## src/rtl/cpu_types_pkg.sv

```systemverilog
// Shared CPU/memory types.
//   word_t      : 32-bit data/address word.
//   ramstate_t  : state reported by the RAM model (FREE, BUSY, ACCESS, ERROR).
//   arb_state_t : request FSM state of mem_arbiter_rr. Enumerators are prefixed
//                 so they do not collide with ramstate_t BUSY in this package.
package cpu_types_pkg;

  typedef logic [31:0] word_t;

  typedef enum logic [1:0] {
    FREE   = 2'd0,
    BUSY   = 2'd1,
    ACCESS = 2'd2,
    ERROR  = 2'd3
  } ramstate_t;

  typedef enum logic {
    ArbIdle = 1'b0,
    ArbBusy = 1'b1
  } arb_state_t;

endpackage

```

## src/rtl/mem_arbiter_rr_pick.sv

```systemverilog
// rr_pick: combinational search for the first set request bit at or after a
// pointer, wrapping modulo NREQ.
//   req_i   : request vector
//   ptr_i   : search start index
//   found_o : any request bit set
//   idx_o   : index of the selected request (0 when none found)
module rr_pick #(
  parameter int unsigned NREQ = 4,
  localparam int unsigned IDX_W = $clog2(NREQ)
) (
  input  logic [NREQ-1:0]  req_i,
  input  logic [IDX_W-1:0] ptr_i,
  output logic             found_o,
  output logic [IDX_W-1:0] idx_o
);

  always_comb begin
    int j;
    found_o = 1'b0;
    idx_o   = '0;
    j       = 0;
    for (int k = 0; k < int'(NREQ); k++) begin
      j = (int'(ptr_i) + k) % int'(NREQ);
      if (!found_o && req_i[j[IDX_W-1:0]]) begin
        found_o = 1'b1;
        idx_o   = j[IDX_W-1:0];
      end
    end
  end

endmodule

```

## src/rtl/mem_arbiter_rr.sv

```systemverilog
// mem_arbiter_rr: shares one RAM port among NREQ cache requesters
// (index 2k = icache of CPU k, 2k+1 = dcache of CPU k).
// A request is latched in IDLE and issued to RAM from the following cycle (BUSY)
// until the RAM reports ACCESS (completion), ERROR, or the requester drops req.
//
// Build option: define MEMARB_FIXED_PRIO_EN for fixed priority (highest index
// wins, no round-robin pointer). Default build is round-robin.
//
// Ports:
//   CLK, nRST            clock, asynchronous active-low reset
//   req_ren/req_wen      per-requester read/write request (write wins if both)
//   req_addr/req_store   per-requester address / write data, slice i at [i*WORD_W +: WORD_W]
//   req_wait             per-requester wait, low only in that requester's completion cycle
//   req_load             per-requester read data, held between completions
//   ramREN/ramWEN        RAM read/write enables
//   ramaddr/ramstore     RAM address / write data
//   ramload/ramstate     RAM read data / RAM state (ramstate_t)
//   arb_err              sticky RAM error flag, cleared only by reset
module mem_arbiter_rr
  import cpu_types_pkg::*;
#(
  parameter int unsigned NREQ   = 4,
  parameter int unsigned WORD_W = 32
) (
  input  logic                   CLK,
  input  logic                   nRST,
  input  logic [NREQ-1:0]        req_ren,
  input  logic [NREQ-1:0]        req_wen,
  input  logic [NREQ*WORD_W-1:0] req_addr,
  input  logic [NREQ*WORD_W-1:0] req_store,
  output logic [NREQ-1:0]        req_wait,
  output logic [NREQ*WORD_W-1:0] req_load,
  output logic                   ramREN,
  output logic                   ramWEN,
  output logic [WORD_W-1:0]      ramaddr,
  output logic [WORD_W-1:0]      ramstore,
  input  logic [WORD_W-1:0]      ramload,
  input  logic [1:0]             ramstate,
  output logic                   arb_err
);

  localparam int unsigned IDX_W = $clog2(NREQ);

  logic [NREQ-1:0]   req;
  logic [WORD_W-1:0] addr_arr  [NREQ];
  logic [WORD_W-1:0] store_arr [NREQ];
  logic [WORD_W-1:0] load_out  [NREQ];
  logic [WORD_W-1:0] load_q    [NREQ];
  logic [WORD_W-1:0] load_d    [NREQ];

  arb_state_t        state_q, state_d;
  logic [IDX_W-1:0]  gnt_q, gnt_d;
  logic              wen_q, wen_d;
  logic [WORD_W-1:0] addr_q, addr_d;
  logic [WORD_W-1:0] store_q, store_d;
  logic              err_q, err_d;

  logic              pick_found;
  logic [IDX_W-1:0]  pick_idx;
  ramstate_t         rs;

  assign req     = req_ren | req_wen;
  assign rs      = ramstate_t'(ramstate);
  assign arb_err = err_q;

  for (genvar gi = 0; gi < NREQ; gi++) begin : g_slice
    assign addr_arr[gi]                   = req_addr[gi*WORD_W +: WORD_W];
    assign store_arr[gi]                  = req_store[gi*WORD_W +: WORD_W];
    assign req_load[gi*WORD_W +: WORD_W]  = load_out[gi];
  end

`ifdef MEMARB_FIXED_PRIO_EN
  // Reversing the vector and searching from 0 makes the highest index win.
  logic [NREQ-1:0]  req_rev;
  logic [IDX_W-1:0] rev_idx;

  for (genvar gi = 0; gi < NREQ; gi++) begin : g_rev
    assign req_rev[gi] = req[NREQ-1-gi];
  end

  rr_pick #(
    .NREQ (NREQ)
  ) u_pick (
    .req_i   (req_rev),
    .ptr_i   ({IDX_W{1'b0}}),
    .found_o (pick_found),
    .idx_o   (rev_idx)
  );

  assign pick_idx = IDX_W'(NREQ-1) - rev_idx;
`else
  logic [IDX_W-1:0] ptr_q, ptr_d;

  rr_pick #(
    .NREQ (NREQ)
  ) u_pick (
    .req_i   (req),
    .ptr_i   (ptr_q),
    .found_o (pick_found),
    .idx_o   (pick_idx)
  );

  // Pointer moves past the served requester on completion or RAM error, not on abort.
  always_comb begin
    ptr_d = ptr_q;
    if (state_q == ArbBusy && (rs == ACCESS || rs == ERROR)) begin
      ptr_d = (gnt_q == IDX_W'(NREQ-1)) ? '0 : gnt_q + 1'b1;
    end
  end

  always_ff @(posedge CLK or negedge nRST) begin
    if (!nRST) ptr_q <= '0;
    else       ptr_q <= ptr_d;
  end
`endif

  always_comb begin
    state_d  = state_q;
    gnt_d    = gnt_q;
    wen_d    = wen_q;
    addr_d   = addr_q;
    store_d  = store_q;
    err_d    = err_q;
    load_d   = load_q;
    load_out = load_q;
    req_wait = '1;
    ramREN   = 1'b0;
    ramWEN   = 1'b0;
    ramaddr  = '0;
    ramstore = '0;

    case (state_q)
      ArbIdle: begin
        if (pick_found) begin
          gnt_d   = pick_idx;
          wen_d   = req_wen[pick_idx];
          addr_d  = addr_arr[pick_idx];
          store_d = store_arr[pick_idx];
          state_d = ArbBusy;
        end
      end
      ArbBusy: begin
        ramREN   = ~wen_q;
        ramWEN   = wen_q;
        ramaddr  = addr_q;
        ramstore = store_q;
        // A RAM response in the same cycle as a dropped request still counts.
        if (rs == ACCESS) begin
          req_wait[gnt_q] = 1'b0;
          load_out[gnt_q] = ramload;
          load_d[gnt_q]   = ramload;
          state_d         = ArbIdle;
        end else if (rs == ERROR) begin
          err_d   = 1'b1;
          state_d = ArbIdle;
        end else if (!req[gnt_q]) begin
          state_d = ArbIdle;
        end
      end
      default: state_d = ArbIdle;
    endcase
  end

  always_ff @(posedge CLK or negedge nRST) begin
    if (!nRST) begin
      state_q <= ArbIdle;
      gnt_q   <= '0;
      wen_q   <= 1'b0;
      addr_q  <= '0;
      store_q <= '0;
      err_q   <= 1'b0;
      for (int i = 0; i < int'(NREQ); i++) load_q[i] <= '0;
    end else begin
      state_q <= state_d;
      gnt_q   <= gnt_d;
      wen_q   <= wen_d;
      addr_q  <= addr_d;
      store_q <= store_d;
      err_q   <= err_d;
      load_q  <= load_d;
    end
  end

endmodule

```

## config.mk

```make
export PLATFORM = sky130hd
export DESIGN_NAME = mem_arbiter_rr
export DESIGN_NICKNAME = d
export VERILOG_FILES = /design/src/rtl/cpu_types_pkg.sv /design/src/rtl/mem_arbiter_rr_pick.sv /design/src/rtl/mem_arbiter_rr.sv
export SDC_FILE = /design/constraint.sdc
export NUM_CORES = 1
export LEC_CHECK = 0
export BUFFER_PORTS_ARGS = -buffer_cell sky130_fd_sc_hd__buf_2
export CAP_MARGIN = 10
export CORE_AREA = 2 2 197 199
export DETAILED_ROUTE_END_ITERATION = 6
export DIE_AREA = 0 0 199 201
export SLEW_MARGIN = 20
export SYNTH_ARGS = -nofsm -noshare
export SYNTH_HDL_FRONTEND = slang
export SYNTH_SLANG_ARGS = --single-unit
export TNS_END_PERCENT = 1
```

## constraint.sdc

```tcl
create_clock -name CLK -period 2.4 [get_ports CLK]
set_input_delay 0.12 -clock CLK [delete_from_list [all_inputs] [get_ports CLK]]
set_output_delay 0.12 -clock CLK [all_outputs]
set_load 0.05 [all_outputs]
```

# Yosys cells after proc, flatten, opt, wreduce, memory -nomap -nowiden

Index checks and enable logic that the tools add are counted.

Register bits after elaboration: 199
Latch bits: 0
Memory bits (writable): 0
ROM bits: 0
Output and inout bits: 199
Memories kept: 0

$add $sub $neg: 4
$mul: 0
Divide/modulo/power cells: 0
Order comparisons: 10
Eq/ne operators: 3
Shifts and indexed selects: 0
Mux-type cells: 45
Bitwise gates (word level): 7
Reductions and logical operators: 12

Operators with widths:

| cell                | count |
|---|---|
| $mux 128            | 2 |
| $mux 32             | 7 |
| $bmux 32 s2         | 2 |
| $bwmux 128          | 1 |
| $demux 32 s2        | 1 |
| $lt 2x3->1 const B  | 6 |
| $mux 1              | 17 |
| $bmux 1 s2          | 6 |
| $mux 2              | 5 |
| $mux 4              | 2 |
| $eq 2x2->1 const B  | 3 |
| $ge 3x3->1 const B  | 2 |
| $logic_and 1x1->1   | 6 |
| $not 2->3           | 2 |
| $add 2x1->2 const B | 2 |
| $add 2x2->2 const B | 2 |
| $not 4->4           | 1 |
| $or 4x4->4          | 1 |
| $logic_not 1->1     | 3 |
| $lt 3x1->1 const B  | 1 |
| $not 1->1           | 3 |
| $reduce_and 3->1    | 1 |
| $demux 1 s2         | 1 |
| $ge 2x1->1 const B  | 1 |
| other kinds (3)     | 3 |

# Longest topological paths before layout

Depth after elaboration: 17
Depth in mapped cells: 8
Depth with buffers taken out: 5

# Hierarchy

A second synthesis with hierarchy kept.

Cell total of the unflattened synthesis: 613
Area total of the unflattened synthesis: 9634.2 µm²

Modules (own cells, without submodules):

| module         | instances | cells an instance | area each (µm²) | sequential area each (µm²) |
|---|---|---|---|---|
| mem_arbiter_rr | 1         | 598               | 9556.7          | 4979.8 |
| rr_pick        | 1         | 15                | 77.6            | 0.0 |

# Worst setup path after synthesis

OpenSTA, ideal clock, no wires.

Path type: register to register
Start point: register state_q
End point: register load_q[103] (netlist name)
Setup time: 175 ps
Data arrival time: 2124 ps
Required time: 2225 ps
Path slack: 101 ps
Stages on the path, launching flop included: 7
Path buffers: 2
Clock period less this slack: 2299 ps
Cell sequence: dfrtp_1 clkbuf_1 nand2_1 nor2_1 nand2_1 buf_1 mux2_2

Cells in the longest elaborated chain, start to end: 1

RTL lines:

| item                   | RTL line              | text |
|---|---|---|
| from (decl)            | mem_arbiter_rr.sv:51  | `arb_state_t state_q, state_d;` |
| from (signal assigned) | mem_arbiter_rr.sv:166 | `state_q <= ArbIdle;` |
| from (signal assigned) | mem_arbiter_rr.sv:174 | `state_q <= state_d;` |
| $mux 128               | n/a                   |  |
| net req_load[7]        | mem_arbiter_rr.sv:32  | `output logic [NREQ*WORD_W-1:0] req_load,` |
| to (signal assigned)   | mem_arbiter_rr.sv:180 | `load_q <= load_d;` |
| to (decl)              | mem_arbiter_rr.sv:48  | `logic [WORD_W-1:0] load_q [NREQ];` |

The timed path passes the listed nets, and every way through them passes these cells.
A chain may end at the register's enable or synchronous reset.

# Worst setup path in the final report

Start point: register gnt_q[0]
End point: output port req_load[121]

Cells in the longest elaborated chain, start to end: 8
Elaborated cells on any way between the ends: 9

RTL lines:

| item                                                                  | RTL line              | text |
|---|---|---|
| from (decl)                                                           | mem_arbiter_rr.sv:52  | `logic [IDX_W-1:0] gnt_q, gnt_d;` |
| from (signal assigned)                                                | mem_arbiter_rr.sv:175 | `gnt_q <= gnt_d;` |
| $not 2->3 (implied by the code) *                                     | mem_arbiter_rr.sv:150 | `load_out[gnt_q] = ramload;` |
| $ge 3x3->1 (implied by the code) / $lt 3x1->1 (equally long branches) | mem_arbiter_rr.sv:150 |  |
| $logic_and 1x1->1 (implied by the code)                               | mem_arbiter_rr.sv:150 |  |
| $mux 32 (implied by the code)                                         | mem_arbiter_rr.sv:150 |  |
| $demux 32 s2 *                                                        | mem_arbiter_rr.sv:150 |  |
| $bwmux 128 *                                                          | mem_arbiter_rr.sv:150 |  |
| $mux 128 *                                                            | mem_arbiter_rr.sv:148 | `if (rs == ACCESS) begin` |
| $mux 128 *                                                            | mem_arbiter_rr.sv:132 | `case (state_q)` |
| to (decl)                                                             | mem_arbiter_rr.sv:32  |  |

Mark *: on every way between the ends. The rest lies on a longest branch, timed or not.

==> results_dict.tcl <==
set metrics [dict create \
    status "completed" \
    post-cts-setup-buffer-count 0 \
    root_buffer "clkbuf_16" \
    clock_tree.buffer_depth 2 \
    cts_buffers 17 \
    io_buffers 498 \
    final.min_clock_period_ns 2.32 \
    drtIter0Drc 504 \
    grt-ovfl-total 0 \
    critPathLaunch "gnt_q[0]" \
    clock_latency_ns 0.47 \
    synth_area_leader_cell "dfrtp_1" \
    dpl_worst_slack_ns -0.0965 \
    slew_headroom_pct 32.4 \
    yosys-top-cells-area "dfrtp_1, mux2_2, a221oi_1" \
    cts_tree "done" \
    crit_end "req_load[121]" \
    firstDrtPassIters 5 \
    yosysSeqAreaShare_pct 52.3 \
    finish.utilization_pct 42.2 \
    r2r_end "addr_q[9]" \
    core_um2 38100 \
    peakVddDrop_uv 839 \
    die_area_um2 40000 \
    crit_fanout 21 \
    hold_path_depth 3 \
    synth_cell_types 36 \
    synth.top_cell.area_share_pct 52.3 \
    crit_chain "ha_1 > nand2_8 > buf_12 > mux2_2 > buf_2" \
    p_leak_nw 7.67 \
    r2r_slack_ns 0.10 \
    grtUsageMet1_pct 21.2 \
    slowest_stage "dfrtp_1" \
    gp_congestion 0.896 \
    start_util_pct 25.0 \
    fin_crit_sh_pct 96.5 \
    syn_area_per_cell_um2 11.2 \
    yosysMostFrequentCell "dfrtp_1" \
    finalWorstSetupSlack_ns 0.0848 \
    grt_pass1_wl_mm 61.2 \
    busiest_layer "met2" \
    num_rows 72 \
    crit_type "reg2out" \
    grt_max_degree 98 \
    tns_ns 0 \
    r2r_start "ptr_q[0]" \
    htree_levels 4 \
    ios 499 \
    die_w_um 199 \
    endpoint_kind "output port" \
    synth_ff_type "dfrtp_1" \
    syn_inst 848 \
    skew_ns 0.0147 \
    grtUsageTotal_pct 19.9 \
    power_per_cell_area_nw_per_um2 1460 \
    die_h_um 201 \
    use_met2_pct 34.2 \
    hp-start "req_store[52]" \
    synth-seq-cells 199 \
    wl_per_cell_um 19.3 \
    synth_nets 1152 \
    rsz0062_at_grt "yes" \
    tightest_slew_ns 1.01 \
    hpwl_mm 26.6 \
    finalNonFillerCells 2130 \
    rr_worst_depth 6 \
    syn2layout_area_growth_pct 68.9 \
    start_kind "register" \
    path_clk_slew_ns 0.08 \
    ant_nets 0 \
    vias_per_cell 4.91 \
    async_flop_share_pct 100 \
    met3_usage_pct 5.85 \
    cp.required_ns 2.28 \
    vias 10449 \
    maxCapViolations 0 \
    max_stage_delay_ns 0.44 \
    syn-cell-area_um2 9520 \
    drc_errors 0 \
    nets 1892 \
    hold_ws_ns 0.0292 \
    synth_edf_count 0 \
    finalHoldViolCount 0 \
    drt_wl_total_mm 41.0 \
    ys_warn_count 0 \
    cts_num_sinks 199 \
    setup_viol 0 \
    grt_pass1_vias 11011 \
    dp.cells 1823 \
    fmax_mhz 432 \
    drive_above_1_share_pct 44.2 \
    hold_path_class "in2reg" \
    synth_common_cells "dfrtp_1, mux2_2, nand2_1, nor2_1, o21bai_1" \
    worst_ep_arrival_time_ns 2.20 \
    antenna_found_initial 14 \
    maxSlewViolCount 0 \
]
-- registers in the layout, indices dropped and copies added, names as in the netlist --
name     flops
store_q     32
gnt_q        2
state_q      1
wen_q        1
load_q     128
arb_err      1
ptr_q        2
addr_q      32
-- metrics by stage --
stage	cell area, um2	total power [W]
floorplan	9520	0.0165
global placement	12800	0.0199
detailed placement	12800	0.0201
CTS	16000	0.0235
global route	16100	0.0247
finish	16100	0.0235
-- cell families after synthesis --
group	after synthesis	share of synthesized area, %
buf+inv	71	3.22
fa+ha+maj	4	0.526
mux	130	15.5
flops	199	52.3
compound gates	216	16.9
simple gates	228	11.5
-- power breakdown --
part	switching, W	internal, W
logic	0.0106	0.00433
clock network	0.00146	0.00149
registers	0.000619	0.00503
total	0.0127	0.0109
-- worst max-delay path, delay by kind of cell, from the launching register on --
family	cells	cell delay [ns]
flip-flops	1	0.44
buffers and inverters	2	0.42
multiplexers	1	0.40
adder cells (fa/ha/maj)	1	0.31
AND/OR/NAND/NOR	1	0.15
-- area by class of cell --
cell class                      instances  area, um2
Antenna cell                           11       27.5
Clock buffer                           19        443
Clock inverter                         13        139
Fill cell                            3516      22000
Inverter                                3       11.3
Multi-Input combinational cell        578       4300
Sequential cell                       199       4980
Tap cell                              518        648
Timing Repair Buffer                  789       5520
-- routing by layer --
| metal | up-vias | share of wire [%] |
|---|---|---|
| li1 | 4578 | - |
| met1 | 4961 | 37 |
| met2 | 733 | 49 |
| met3 | 171 | 8.9 |
| met4 | 6 | 5.8 |
| met5 | - | 0.11 |
-- repair_timing --
action / CTS / global route
gates resized for setup: 7 / 4
hold endpoints to repair: 250 / 0
gates cloned: 1 / 0
endpoints found under the setup margin: 59 / 55
pin swaps: 0 / 2
hold buffers: 263 / 0
-- how the worst min path moves through the flow --
stage and to:
2_1_floorplan addr_q[0], 4_1_cts store_q[0], 6_report store_q[20], 3_5_place_dp load_q[103], 3_3_place_gp load_q[103], 5_1_grt store_q[3]
-- cells in the final DEF (no fill, tap or decap), types with 3 or more instances in the layout --
| cell | instances |
|---|---|
| nor3_1 | 4 |
| o21ai_0 | 4 |
| inv_1 | 3 |
| mux2_2 | 129 |
| diode_2 | 11 |
| nor2_4 | 3 |
| o21bai_1 | 66 |
| a21oi_1 | 5 |
| clkinvlp_4 | 4 |
| buf_4 | 15 |
| inv_6 | 3 |
| a31oi_1 | 65 |
| a221oi_1 | 65 |
| buf_2 | 495 |
| buf_12 | 12 |
| dlygate4sd3_1 | 263 |
| or2_2 | 3 |
| nand2b_1 | 3 |
| and2_1 | 65 |
| nand2_2 | 3 |
| ha_1 | 4 |
| dfrtp_1 | 197 |
| nor2_1 | 69 |
| nand2_1 | 68 |
| clkbuf_16 | 17 |
No activity file was read; power rests on OpenSTA's default activity.
